[config.mk]
export PLATFORM = sky130hd
export DESIGN_NAME = data_bus_reg_responder_flat
export DESIGN_NICKNAME = d
export VERILOG_FILES = /design/src/rtl/data_bus_reg_responder_if.sv /design/src/rtl/data_bus_reg_responder.sv /design/src/flat_wrapper.sv
export SDC_FILE = /design/constraint.sdc
export NUM_CORES = 1
export LEC_CHECK = 0
export ABC_CLOCK_PERIOD_IN_PS = 2650
export CORE_AREA = 2 2 257 259
export CTS_CLUSTER_DIAMETER = 30
export DETAILED_ROUTE_END_ITERATION = 7
export DIE_AREA = 0 0 259 261
export DONT_BUFFER_PORTS = 1
export GPL_ROUTABILITY_DRIVEN = 0
export GPL_TIMING_DRIVEN = 0
export PLACE_DENSITY = 0.49
export SYNTH_ARGS = -nofsm -noshare
export SYNTH_HDL_FRONTEND = slang
export SYNTH_SLANG_ARGS = --single-unit
[constraint.sdc]
create_clock -name clk -period 2.65 [get_ports clk]
set_input_delay 0.3975 -clock clk [delete_from_list [all_inputs] [get_ports clk]]
set_output_delay 0.3975 -clock clk [all_outputs]
set_load 0.02 [all_outputs]
[src/rtl/data_bus_reg_responder_if.sv]
// ibex_data_bus: request/grant/response data bus between a master (core or
// SoC arbiter) and a peripheral-side slave.
//
// Signals
//   req, we, be[3:0], addr[31:0], wdata[31:0], wdata_intg[6:0]  master -> slave
//   gnt, rvalid, rdata[31:0], rdata_intg[6:0], err              slave  -> master
interface ibex_data_bus;
    logic        req;
    logic        we;
    logic [3:0]  be;
    logic [31:0] addr;
    logic [31:0] wdata;
    logic [6:0]  wdata_intg;
    logic        gnt;
    logic        rvalid;
    logic [31:0] rdata;
    logic [6:0]  rdata_intg;
    logic        err;

    modport master (
        output req, we, be, addr, wdata, wdata_intg,
        input  gnt, rvalid, rdata, rdata_intg, err
    );

    modport slave (
        input  req, we, be, addr, wdata, wdata_intg,
        output gnt, rvalid, rdata, rdata_intg, err
    );
endinterface

[src/rtl/data_bus_reg_responder.sv]
// data_bus_reg_responder: generic peripheral-side register bank behind the
// ibex data bus. One transaction outstanding at a time, with optional grant
// and response wait states. Bus writes use byte enables; registers flagged in
// RO_MASK are read-only from the bus but still loadable by hardware.
//
// Ports
//   clk, rst_n   clock, asynchronous active-low reset
//   data_bus     ibex_data_bus slave modport
//   regs_o       register contents, register i at bits [32i+31:32i]
//   hw_we        per-register hardware load enable
//   hw_wdata     hardware load data, same packing as regs_o
//   wr_pulse     one-cycle strobe when a bus write to register i commits
//   rd_pulse     one-cycle strobe when a bus read of register i returns
//
// Build option
//   DATA_BUS_REG_RESPONDER_ERR_EN  when defined, out-of-range accesses and
//   writes to read-only registers answer with err = 1; otherwise err is 0
//   and such accesses are silently dropped / read as 0.
module data_bus_reg_responder #(
    parameter int                  NUM_REGS = 8,
    parameter logic [NUM_REGS-1:0] RO_MASK  = '0,
    parameter int                  GNT_WAIT = 0,
    parameter int                  RSP_WAIT = 0
) (
    input  logic                     clk,
    input  logic                     rst_n,
    ibex_data_bus.slave              data_bus,
    output logic [NUM_REGS*32-1:0]   regs_o,
    input  logic [NUM_REGS-1:0]      hw_we,
    input  logic [NUM_REGS*32-1:0]   hw_wdata,
    output logic [NUM_REGS-1:0]      wr_pulse,
    output logic [NUM_REGS-1:0]      rd_pulse
);

    typedef enum logic [1:0] {
        IDLE,
        GRANT_WAIT,
        RESPOND_WAIT,
        RESPOND
    } state_e;

    // Counters are loaded with (wait - 1) so that a wait of N costs exactly N cycles.
    localparam logic [3:0]  GNT_LOAD   = (GNT_WAIT > 0) ? 4'(GNT_WAIT - 1) : 4'd0;
    localparam logic [3:0]  RSP_LOAD   = (RSP_WAIT > 0) ? 4'(RSP_WAIT - 1) : 4'd0;
    localparam logic [10:0] NUM_REGS_L = 11'(NUM_REGS);

    state_e      state_q, state_d;
    logic [3:0]  cnt_q, cnt_d;
    logic        grant;

    logic        we_q;
    logic [3:0]  be_q;
    logic [9:0]  idx_q;
    logic [31:0] wdata_q;

    logic [31:0] regs [NUM_REGS];

    logic        rvalid;
    logic        in_range;
    logic        ro_sel;
    logic [31:0] sel_val;
    logic [31:0] merged;
    logic        bus_rd_ok;
    logic        bus_wr_ok;

    // The window has already been decoded upstream; only addr[11:2] matters.
    logic        unused_bits;
    assign unused_bits = ^{data_bus.addr[31:12], data_bus.addr[1:0], data_bus.wdata_intg};

    // ------------------------------------------------------------------
    // Handshake state machine
    // ------------------------------------------------------------------
    always_comb begin
        // NOTE: every signal written here gets a default first, so no path
        // leaves it unassigned and no latch is inferred.
        state_d = state_q;
        cnt_d   = cnt_q;
        grant   = 1'b0;

        unique case (state_q)
            IDLE: begin
                if (data_bus.req) begin
                    if (GNT_WAIT == 0) begin
                        grant = 1'b1;
                    end else begin
                        cnt_d   = GNT_LOAD;
                        state_d = GRANT_WAIT;
                    end
                end
            end
            GRANT_WAIT: begin
                if (!data_bus.req) begin
                    // Master abandoned the request: back off without side effects.
                    state_d = IDLE;
                end else if (cnt_q == 4'd0) begin
                    grant = 1'b1;
                end else begin
                    cnt_d = cnt_q - 4'd1;
                end
            end
            RESPOND_WAIT: begin
                if (cnt_q == 4'd0) state_d = RESPOND;
                else               cnt_d   = cnt_q - 4'd1;
            end
            RESPOND: state_d = IDLE;
            default: state_d = IDLE;
        endcase

        // With no response wait the grant cycle is followed directly by rvalid.
        if (grant) begin
            cnt_d   = RSP_LOAD;
            state_d = (RSP_WAIT == 0) ? RESPOND : RESPOND_WAIT;
        end
    end

    always_ff @(posedge clk or negedge rst_n) begin
        if (!rst_n) begin
            state_q <= IDLE;
            cnt_q   <= 4'd0;
            we_q    <= 1'b0;
            be_q    <= 4'd0;
            idx_q   <= 10'd0;
            wdata_q <= 32'd0;
        end else begin
            // NOTE: sequential state uses non-blocking assignments so every
            // register samples the pre-edge values of its inputs.
            state_q <= state_d;
            cnt_q   <= cnt_d;
            if (grant) begin
                we_q    <= data_bus.we;
                be_q    <= data_bus.be;
                idx_q   <= data_bus.addr[11:2];
                wdata_q <= data_bus.wdata;
            end
        end
    end

    // ------------------------------------------------------------------
    // Decode of the captured request
    // ------------------------------------------------------------------
    always_comb begin
        in_range = ({1'b0, idx_q} < NUM_REGS_L);
        ro_sel   = 1'b0;
        sel_val  = 32'd0;
        for (int i = 0; i < NUM_REGS; i++) begin
            if (idx_q == 10'(i)) begin
                ro_sel  = RO_MASK[i];
                sel_val = regs[i];
            end
        end
        for (int b = 0; b < 4; b++) begin
            merged[8*b +: 8] = be_q[b] ? wdata_q[8*b +: 8] : sel_val[8*b +: 8];
        end
    end

    assign rvalid    = (state_q == RESPOND);
    assign bus_rd_ok = rvalid && !we_q && in_range;
    assign bus_wr_ok = rvalid &&  we_q && in_range && !ro_sel;

    always_comb begin
        for (int i = 0; i < NUM_REGS; i++) begin
            wr_pulse[i] = bus_wr_ok && (idx_q == 10'(i));
            rd_pulse[i] = bus_rd_ok && (idx_q == 10'(i));
        end
    end

    assign data_bus.gnt        = grant;
    assign data_bus.rvalid     = rvalid;
    assign data_bus.rdata      = bus_rd_ok ? sel_val : 32'd0;
    assign data_bus.rdata_intg = 7'd0;
`ifdef DATA_BUS_REG_RESPONDER_ERR_EN
    assign data_bus.err        = rvalid && (!in_range || (we_q && ro_sel));
`else
    assign data_bus.err        = 1'b0;
`endif

    // ------------------------------------------------------------------
    // Register bank: a committing bus write beats a hardware load; a
    // read-only register never sees a bus write, so hardware always wins.
    // ------------------------------------------------------------------
    always_ff @(posedge clk or negedge rst_n) begin
        if (!rst_n) begin
            // NOTE: the bank is plain flops, not a RAM macro, so it can and
            // must be cleared by the asynchronous reset.
            for (int i = 0; i < NUM_REGS; i++) regs[i] <= 32'd0;
        end else begin
            for (int i = 0; i < NUM_REGS; i++) begin
                if (wr_pulse[i])   regs[i] <= merged;
                else if (hw_we[i]) regs[i] <= hw_wdata[32*i +: 32];
            end
        end
    end

    always_comb begin
        for (int i = 0; i < NUM_REGS; i++) regs_o[32*i +: 32] = regs[i];
    end

endmodule

[src/flat_wrapper.sv]
// flat-port wrapper written by rule: the top's interface ports become plain ports
module data_bus_reg_responder_flat 
#(
    parameter int                  NUM_REGS = 8,
    parameter logic [NUM_REGS-1:0] RO_MASK  = '0,
    parameter int                  GNT_WAIT = 0,
    parameter int                  RSP_WAIT = 0
)
  (clk, rst_n, regs_o, hw_we, hw_wdata, wr_pulse, rd_pulse, data_bus_req, data_bus_we, data_bus_be, data_bus_addr, data_bus_wdata, data_bus_wdata_intg, data_bus_gnt, data_bus_rvalid, data_bus_rdata, data_bus_rdata_intg, data_bus_err);
  ibex_data_bus data_bus_i ();
  input  logic clk;
  input  logic rst_n;
  output logic [NUM_REGS*32-1:0] regs_o;
  input  logic [NUM_REGS-1:0] hw_we;
  input  logic [NUM_REGS*32-1:0] hw_wdata;
  output logic [NUM_REGS-1:0] wr_pulse;
  output logic [NUM_REGS-1:0] rd_pulse;
  input wire logic [$bits(data_bus_i.req)-1:0] data_bus_req;
  input wire logic [$bits(data_bus_i.we)-1:0] data_bus_we;
  input wire logic [$bits(data_bus_i.be)-1:0] data_bus_be;
  input wire logic [$bits(data_bus_i.addr)-1:0] data_bus_addr;
  input wire logic [$bits(data_bus_i.wdata)-1:0] data_bus_wdata;
  input wire logic [$bits(data_bus_i.wdata_intg)-1:0] data_bus_wdata_intg;
  output wire logic [$bits(data_bus_i.gnt)-1:0] data_bus_gnt;
  output wire logic [$bits(data_bus_i.rvalid)-1:0] data_bus_rvalid;
  output wire logic [$bits(data_bus_i.rdata)-1:0] data_bus_rdata;
  output wire logic [$bits(data_bus_i.rdata_intg)-1:0] data_bus_rdata_intg;
  output wire logic [$bits(data_bus_i.err)-1:0] data_bus_err;
  assign data_bus_i.req = data_bus_req;
  assign data_bus_i.we = data_bus_we;
  assign data_bus_i.be = data_bus_be;
  assign data_bus_i.addr = data_bus_addr;
  assign data_bus_i.wdata = data_bus_wdata;
  assign data_bus_i.wdata_intg = data_bus_wdata_intg;
  assign data_bus_gnt = data_bus_i.gnt;
  assign data_bus_rvalid = data_bus_i.rvalid;
  assign data_bus_rdata = data_bus_i.rdata;
  assign data_bus_rdata_intg = data_bus_i.rdata_intg;
  assign data_bus_err = data_bus_i.err;
  data_bus_reg_responder #(.NUM_REGS(NUM_REGS), .RO_MASK(RO_MASK), .GNT_WAIT(GNT_WAIT), .RSP_WAIT(RSP_WAIT)) u_core (.clk(clk), .rst_n(rst_n), .data_bus(data_bus_i), .regs_o(regs_o), .hw_we(hw_we), .hw_wdata(hw_wdata), .wr_pulse(wr_pulse), .rd_pulse(rd_pulse));
endmodule
==> qor.csv, run 1 <==
stage,metric,value,unit
outcome,status,"complete, but fails checks",
outcome,violated checks,"hold timing, setup timing",
synth,synth unique cells,75,
cells_and_area,area grow syn2layout,68.3,%
clock_network,"Reg clk slew, reported paths",0.04,ns
floorplanning,top-level port count,657,
sta,Final Skew,0.0244,ns
placed_design,Place WS,-0.977,ns
detailed_routing,drt pass-1 iters,6,
cells_and_area,Seq. cell area,7610,µm²
synth,most frequent cells after synthesis,"dfrtp_1, a21oi_1, nor2b_1, a211oi_1, nand2_1",
detailed_routing,final wirelength,111,mm
detailed_routing,Wirelength per Cell,34.3,µm
sta,post-route setup TNS,-27.55,ns
clock_network,CTS sink count,304,
detailed_routing,Vias/cell,5.75,
synth,Syn. warnings,0,
cells_and_area,layout cells sized above 1,34.7,%
floorplanning,# rows,94,
synth,cell with the most instances after synthesis,dfrtp_1,
setup_path,"Cell Chain, Critical Path",buf_6 -> buf_12 -> buf_12 -> buf_8 -> mux2_4 -> a222oi_1 -> o32ai_2 -> a21oi_2 -> nor2_4,
worst_hold_path,hold crit path type,in2async,
sta,"Setup violations, final",106,
sta,Final min period,3.45,ns
global_route,initial antenna violation count,7,
synth,"top cells by area, synth","dfrtp_1, a211oi_1, nor2b_1",
cells_and_area,area of the multi-input gates,10700,µm²
synth,Post-Syn Area,17100,µm²
sta,Relative slew margins,20.8,%
synth,register area share after synthesis,44.4,%
run,max cap viols,0,
clock_network,Skew-Pair Late Insertion Delay,0.63,ns
cells_and_area,NumNets Final,2626,
power_and_ir_drop,P per Cell Area,770,nW/µm²
setup_path,Worst EP arrival,3.05,ns
synth,Async SR Flop Fraction,100,%
detailed_routing,met3 routed WL,10.4,mm
global_route,first-pass GRT wire length,148,mm
clock_network,Post-CTS Hold Buffers,286,
placed_design,DP Area,18300,µm²
setup_path,CP Launch Type,flip-flop,
detailed_routing,met2 WL post-DR,52.1,mm
setup_path,RR Endpoint,u_core.regs_o[42]$_DFFE_PN0P_,
floorplanning,Die X,259,µm
detailed_routing,DRC,0,
synth,"Top FF cell, synth",dfrtp_1,
detailed_routing,highest metal used,met5,
setup_path,WP buf/inv,4,
floorplanning,Placeable Area,65000,µm²
setup_path,"slowest stage cell, crit path",a222oi_1,
floorplanning,die footprint,67600,µm²
synth,post-synthesis cell count,1735,
power_and_ir_drop,Worst VDD drop,0.462,mV
global_route,number of global-route vias before repair,18603,
setup_path,CP top delay family,compound AO/OA/AOI/OAI gates,
floorplanning,Starting Density,26.4,%
detailed_routing,WL met1,43.5,mm
sta,count of pins over their slew limit,0,
setup_path,r2r setup slk,-0.20,ns
floorplanning,die height,261,µm
sta,Setup WS post-layout,-0.797,ns
setup_path,"Req. time, crit path",2.25,ns
detailed_routing,antenna-violating nets left,0,
setup_path,r2r worst-path depth,11,
setup_path,element type at the critical path end,primary output,
setup_path,crit path kind,reg2out,
sta,Final Hold Slack,-0.520,ns
sta,hold violation count in the final report,304,
placed_design,Detailed Place HPWL,82.4,mm
clock_network,Root Driver,clkbuf_16,
placed_design,number of port buffers,0,
power_and_ir_drop,total power,22.2,mW
cells_and_area,Fillers,5990,
setup_path,most frequent CP cell,buf_12,
synth,Synth top area share,44.4,%
global_route,largest net degree at the start of global routing,305,
setup_path,CP max stage delay,0.63,ns
sta,Fmax,0.290,GHz
detailed_routing,DRT iter0 DRCs,1812,
power_and_ir_drop,leak pwr,11.3,nW
synth,"EDFF count, synth",0,
setup_path,CP Max Fanout,7,
synth,Syn Area/Cell,9.88,µm²
clock_network,Max H-tree Level,3,
global_route,GR Overflow Total,0,
clock_network,CTS Buf Count,89,
global_route,gr usage total,31.3,%
sta,measured slew at the worst slew-check pin,1.19,ns
clock_network,CTS max path bufs,3,
sta,RSZ-0062 raised after global routing,yes,
synth,Seq cells post-synth,304,
detailed_routing,vias,18527,
clock_network,TritonCTS clock tree,yes,
cells_and_area,design area,28800,µm²
setup_path,reg-to-reg startpoint,u_core.idx_q[1]$_DFFE_PN0P_,
synth,dominant cell type by area after synthesis,dfrtp_1,
sta,"Period Utilization, post-route",130,%
==> cell type report <==
type	count	area share [%]
tap	864	3.75
antenna	5	0.0434
timing repair inverter	1	0.0217
inverter	10	0.217
clock inverter	44	2.34
timing repair buffer	451	16.7
multi-input combinational	1258	36.9
buffer	168	5.12
sequential	304	26.4
clock buffer	118	8.51
==> metrics by stage <==
stage | cells | hold WS, ns | util [%]
finish | 3223 | -0.520 | 44.4
global route | 3220 | -0.540 | 44.3
CTS | 3154 | -0.544 | 41.9
detailed placement | 2607 | 0.117 | 28.1
global placement | 2606 | 0.120 | 28.1
floorplan | 1742 | 0.102 | -
==> power by group <==
part	internal, mW	leakage (nW)	switching, mW
registers	5.12	3.65	1.18
clock network	7.75	1.51	3.40
logic	2.12	6.09	2.66
total	15.0	11.3	7.24
==> timing repair <==
action / CTS / global route
hold endpoints to repair: 590 / 304
pin swaps: 131 / 99
buffers inserted: 96 / 67
gates cloned: 4 / 6
endpoints found under the setup margin: 276 / 200
resized for setup: 428 / 247
==> per-layer routing <==
layer,track usage (%),vias to the layer above
li1,-,7642
met1,38.5,9441
met2,51.6,1174
met3,9.49,264
met4,11.9,6
met5,0,-
==> flip-flops by register name (all words and copies together) (netlist names) <==
| signal | cells |
|---|---|
| u_core.idx_q | 10 |
| u_core.regs_o | 256 |
| u_core.we_q | 1 |
| u_core.state_q | 1 |
| u_core.be_q | 4 |
| u_core.wdata_q | 32 |
==> cells by family after synthesis <==
family / synth area share, %
AND/OR/NAND/NOR: 14.5
flip-flops: 44.4
multiplexers: 9.72
AO/OA/AOI/OAI: 26.1
other: 0.0219
buffers and inverters: 5.20
==> worst max-delay path by stage <==
stage,start,endpoint,slack (ns),depth (start not counted)
floorplan,u_core.idx_q[6]$_DFFE_PN0P_,data_bus_rdata[24],0.20,6
global placement,u_core.idx_q[2]$_DFFE_PN0P_,data_bus_rdata[30],-0.86,7
detailed placement,u_core.idx_q[2]$_DFFE_PN0P_,data_bus_rdata[30],-0.98,7
CTS,u_core.idx_q[2]$_DFFE_PN0P_,data_bus_rdata[7],-0.84,7
global route,u_core.idx_q[1]$_DFFE_PN0P_,data_bus_rdata[9],-0.78,9
finish,u_core.idx_q[1]$_DFFE_PN0P_,data_bus_rdata[10],-0.80,9
==> cells in the final DEF, fill, tap and decap left out, types with 19 or more instances in the layout <==
cell type / instances
mux2i_1: 52
nor2_4: 24
dlygate4sd3_1: 286
buf_4: 105
nor2_2: 19
buf_12: 52
o22ai_1: 36
mux2_2: 67
buf_6: 47
a21oi_1: 141
nand2b_1: 19
dfrtp_1: 302
a211oi_1: 187
a21oi_2: 83
nor2b_1: 192
nand2_1: 114
clkbuf_16: 98
clkbuf_4: 19
clkbuf_1: 72
(Power assumes the default switching activity.)
==> run 2: changes to the inputs <==
--- a/constraint.sdc
+++ b/constraint.sdc
@@ -3,2 +3,2 @@
 set_output_delay 0.3975 -clock clk [all_outputs]
-set_load 0.02 [all_outputs]
+set_load 0.01 [all_outputs]
==> qor.csv, run 2 (synthesis gave the netlist of run 1 again) <==
stage,metric,value,unit,change
outcome,status,"complete, but fails checks",,
outcome,violated checks,"hold timing, setup timing",,
power_and_ir_drop,P per Cell Area,764,nW/µm²,-0.77%
global_route,M1 GR Usage,38.4,%,about the same
setup_path,CP Max Fanout,5,,-2
worst_hold_path,hold crit path type,in2async,,
floorplanning,die height,261,µm,unchanged
floorplanning,Starting Density,26.4,%,unchanged
global_route,initial antenna violation count,13,,+6
clock_network,Skew-Pair Late Insertion Delay,0.64,ns,about the same
cells_and_area,layout cells sized above 1,32.4,%,-2.3 points
clock_network,"Reg clk slew, reported paths",0.04,ns,about the same
global_route,gr usage total,31.0,%,-0.28 points
power_and_ir_drop,total power,21.6,mW,-2.6%
global_route,largest net degree at the start of global routing,305,,unchanged
sta,RSZ-0062 raised after global routing,yes,,
floorplanning,Die X,259,µm,unchanged
global_route,met2 Use GR,51.5,%,-0.067 points
clock_network,CTS max path bufs,3,,unchanged
global_route,GR Overflow Total,0,,unchanged
sta,"Period Utilization, post-route",127,%,-2.8 points
sta,measured slew at the worst slew-check pin,1.30,ns,+0.114 ns
floorplanning,Placeable Area,65000,µm²,unchanged
floorplanning,top-level port count,657,,unchanged
detailed_routing,drt pass-1 iters,5,,-1
sta,Relative slew margins,13.2,%,-7.6 points
clock_network,Post-CTS Hold Buffers,292,,+2.1%
run,max cap viols,0,,unchanged
cells_and_area,area of the multi-input gates,10500,µm²,-1.8%
floorplanning,# rows,94,,unchanged
placed_design,Detailed Place HPWL,82.5,mm,about the same
floorplanning,die footprint,67600,µm²,unchanged
sta,hold violation count in the final report,304,,unchanged
setup_path,crit path kind,reg2out,,
sta,Final min period,3.37,ns,-0.0749 ns
cells_and_area,most frequent cells in the layout,"dfrtp_1, dlygate4sd3_1, nor2b_1",,
sta,count of pins over their slew limit,0,,unchanged
sta,Final Skew,0.0167,ns,-0.00761 ns
detailed_routing,Wirelength per Cell,34.5,µm,+0.49%
setup_path,r2r worst-path depth,9,,-2
placed_design,# placed instances,2606,,-0.038%
sta,Setup WS post-layout,-0.722,ns,+0.0749 ns
sta,post-route setup TNS,-23.82,ns,+3.73 ns
detailed_routing,DRT iter0 DRCs,1745,,-3.7%
setup_path,"Req. time, crit path",2.25,ns,about the same
sta,"Setup violations, final",77,,-27%
global_route,met3 Track Usage GR,8.47,%,-1.0 points
global_route,global route hottest layer,met2,,
cells_and_area,area grow syn2layout,65.2,%,
detailed_routing,antenna-violating nets left,0,,unchanged
detailed_routing,final wirelength,110,mm,-0.32%
clock_network,TritonCTS clock tree,yes,,
setup_path,element type at the critical path end,primary output,,
setup_path,CP Launch Type,flip-flop,,
clock_network,CTS Buf Count,86,,-3.4%
cells_and_area,NumNets Final,2597,,-1.1%
cells_and_area,Seq. cell area,7610,µm²,unchanged
global_route,number of global-route vias before repair,18193,,-2.2%
clock_network,Max H-tree Level,3,,unchanged
clock_network,CTS sink count,304,,unchanged
power_and_ir_drop,Worst VDD drop,0.490,mV,+6.1%
cells_and_area,max FFs per register,256,,unchanged
placed_design,number of port buffers,0,,unchanged
setup_path,Worst EP arrival,2.97,ns,-0.08 ns
power_and_ir_drop,leak pwr,11.1,nW,-1.4%
sta,Final Hold Slack,-0.524,ns,-0.00382 ns
cells_and_area,Fillers,6017,,+0.45%
detailed_routing,Vias/cell,5.79,,+0.78%
cells_and_area,"most common cell after layout, fill and taps aside",dfrtp_1,,
detailed_routing,vias,18520,,-0.038%
detailed_routing,DRC,0,,unchanged
cells_and_area,final non-filler cell total,3197,,-0.81%
clock_network,Root Driver,clkbuf_16,,
global_route,first-pass GRT wire length,146,mm,-1.1%
sta,Fmax,0.297,GHz,+2.2%
==> run 2: cell types whose count changed in the layout (fill, tap and decap cells not counted), sizes merged <==
cell           delta
clkbuf            -7
bufinv            -1
clkinvlp          -2
clkinv            -4
inv               +3
buf              -23
clkdlybuf4s15     +1
diode             +1
dlygate4sd3       +6
==> run 2: final cells by class <==
type	count	area share, %
flip-flops and latches	304	26.9
inverters	10	0.216
plain buffers	167	5.24
clock buffers	121	8.66
multi-input cells	1258	36.9
diodes	6	0.0530
repair inverters	1	0.0221
repair buffers	426	15.9
well taps	864	3.82
clock inverters	40	2.23
==> run 2: timing repair <==
action | CTS | global route
resized for setup | 407 | 199
setup buffers | 72 | 57
gates cloned | 5 | 6
pin swaps | 106 | 101
hold endpoints to repair | 596 | 304
endpoints found under the setup margin | 277 | 205
==> run 2: worst max-delay path: stages (launching register included) <==
cell and delay (ns):
dfrtp_2 0.43, buf_8 0.16, buf_12 0.14, or2_4 0.22, a222oi_1 0.86, o32ai_2 0.22, a21oi_2 0.22, nor2_2 0.09
==> run 2: path summary, 6_finish.rpt <==
check / slack (ns) / start / end
max: -0.72 / u_core.idx_q[2]$_DFFE_PN0P_ / data_bus_rdata[7]
min: -0.52 / rst_n / u_core.regs_o[194]$_DFFE_PN0P_
max reg2reg: -0.14 / u_core.idx_q[2]$_DFFE_PN0P_ / u_core.regs_o[99]$_DFFE_PN0P_
min reg2reg: 0.51 / u_core.wdata_q[28]$_DFFE_PN0P_ / u_core.wdata_q[28]$_DFFE_PN0P_
max in group asynchronous: 2.12 / rst_n / u_core.regs_o[38]$_DFFE_PN0P_
min in group clk: 0.03 / hw_wdata[20] / u_core.regs_o[20]$_DFFE_PN0P_
==> run 2: metrics by stage <==
stage          area (µm²)  setup WS (ns)  utilization [%]
3_3_place_gp        18200         -0.841             28.1
6_report            28300         -0.722             43.5
5_1_grt             28300         -0.763             43.5
2_1_floorplan       17200          0.457                -
3_5_place_dp        18200         -0.854             28.1
4_1_cts             26900         -0.861             41.4
==> run 2: report_power, final <==
part	switching, mW	internal (mW)
clock	3.39	7.62
sequential	0.904	5.13
combinational	2.59	2.01
==> run 2: metal layers <==
metal,wire [µm],vias to the layer above,part of all wire (%)
li1,-,7579,-
met1,42900,9386,39
met2,51600,1257,47
met3,11000,290,10
met4,4670,8,4.2
met5,46,-,0.042
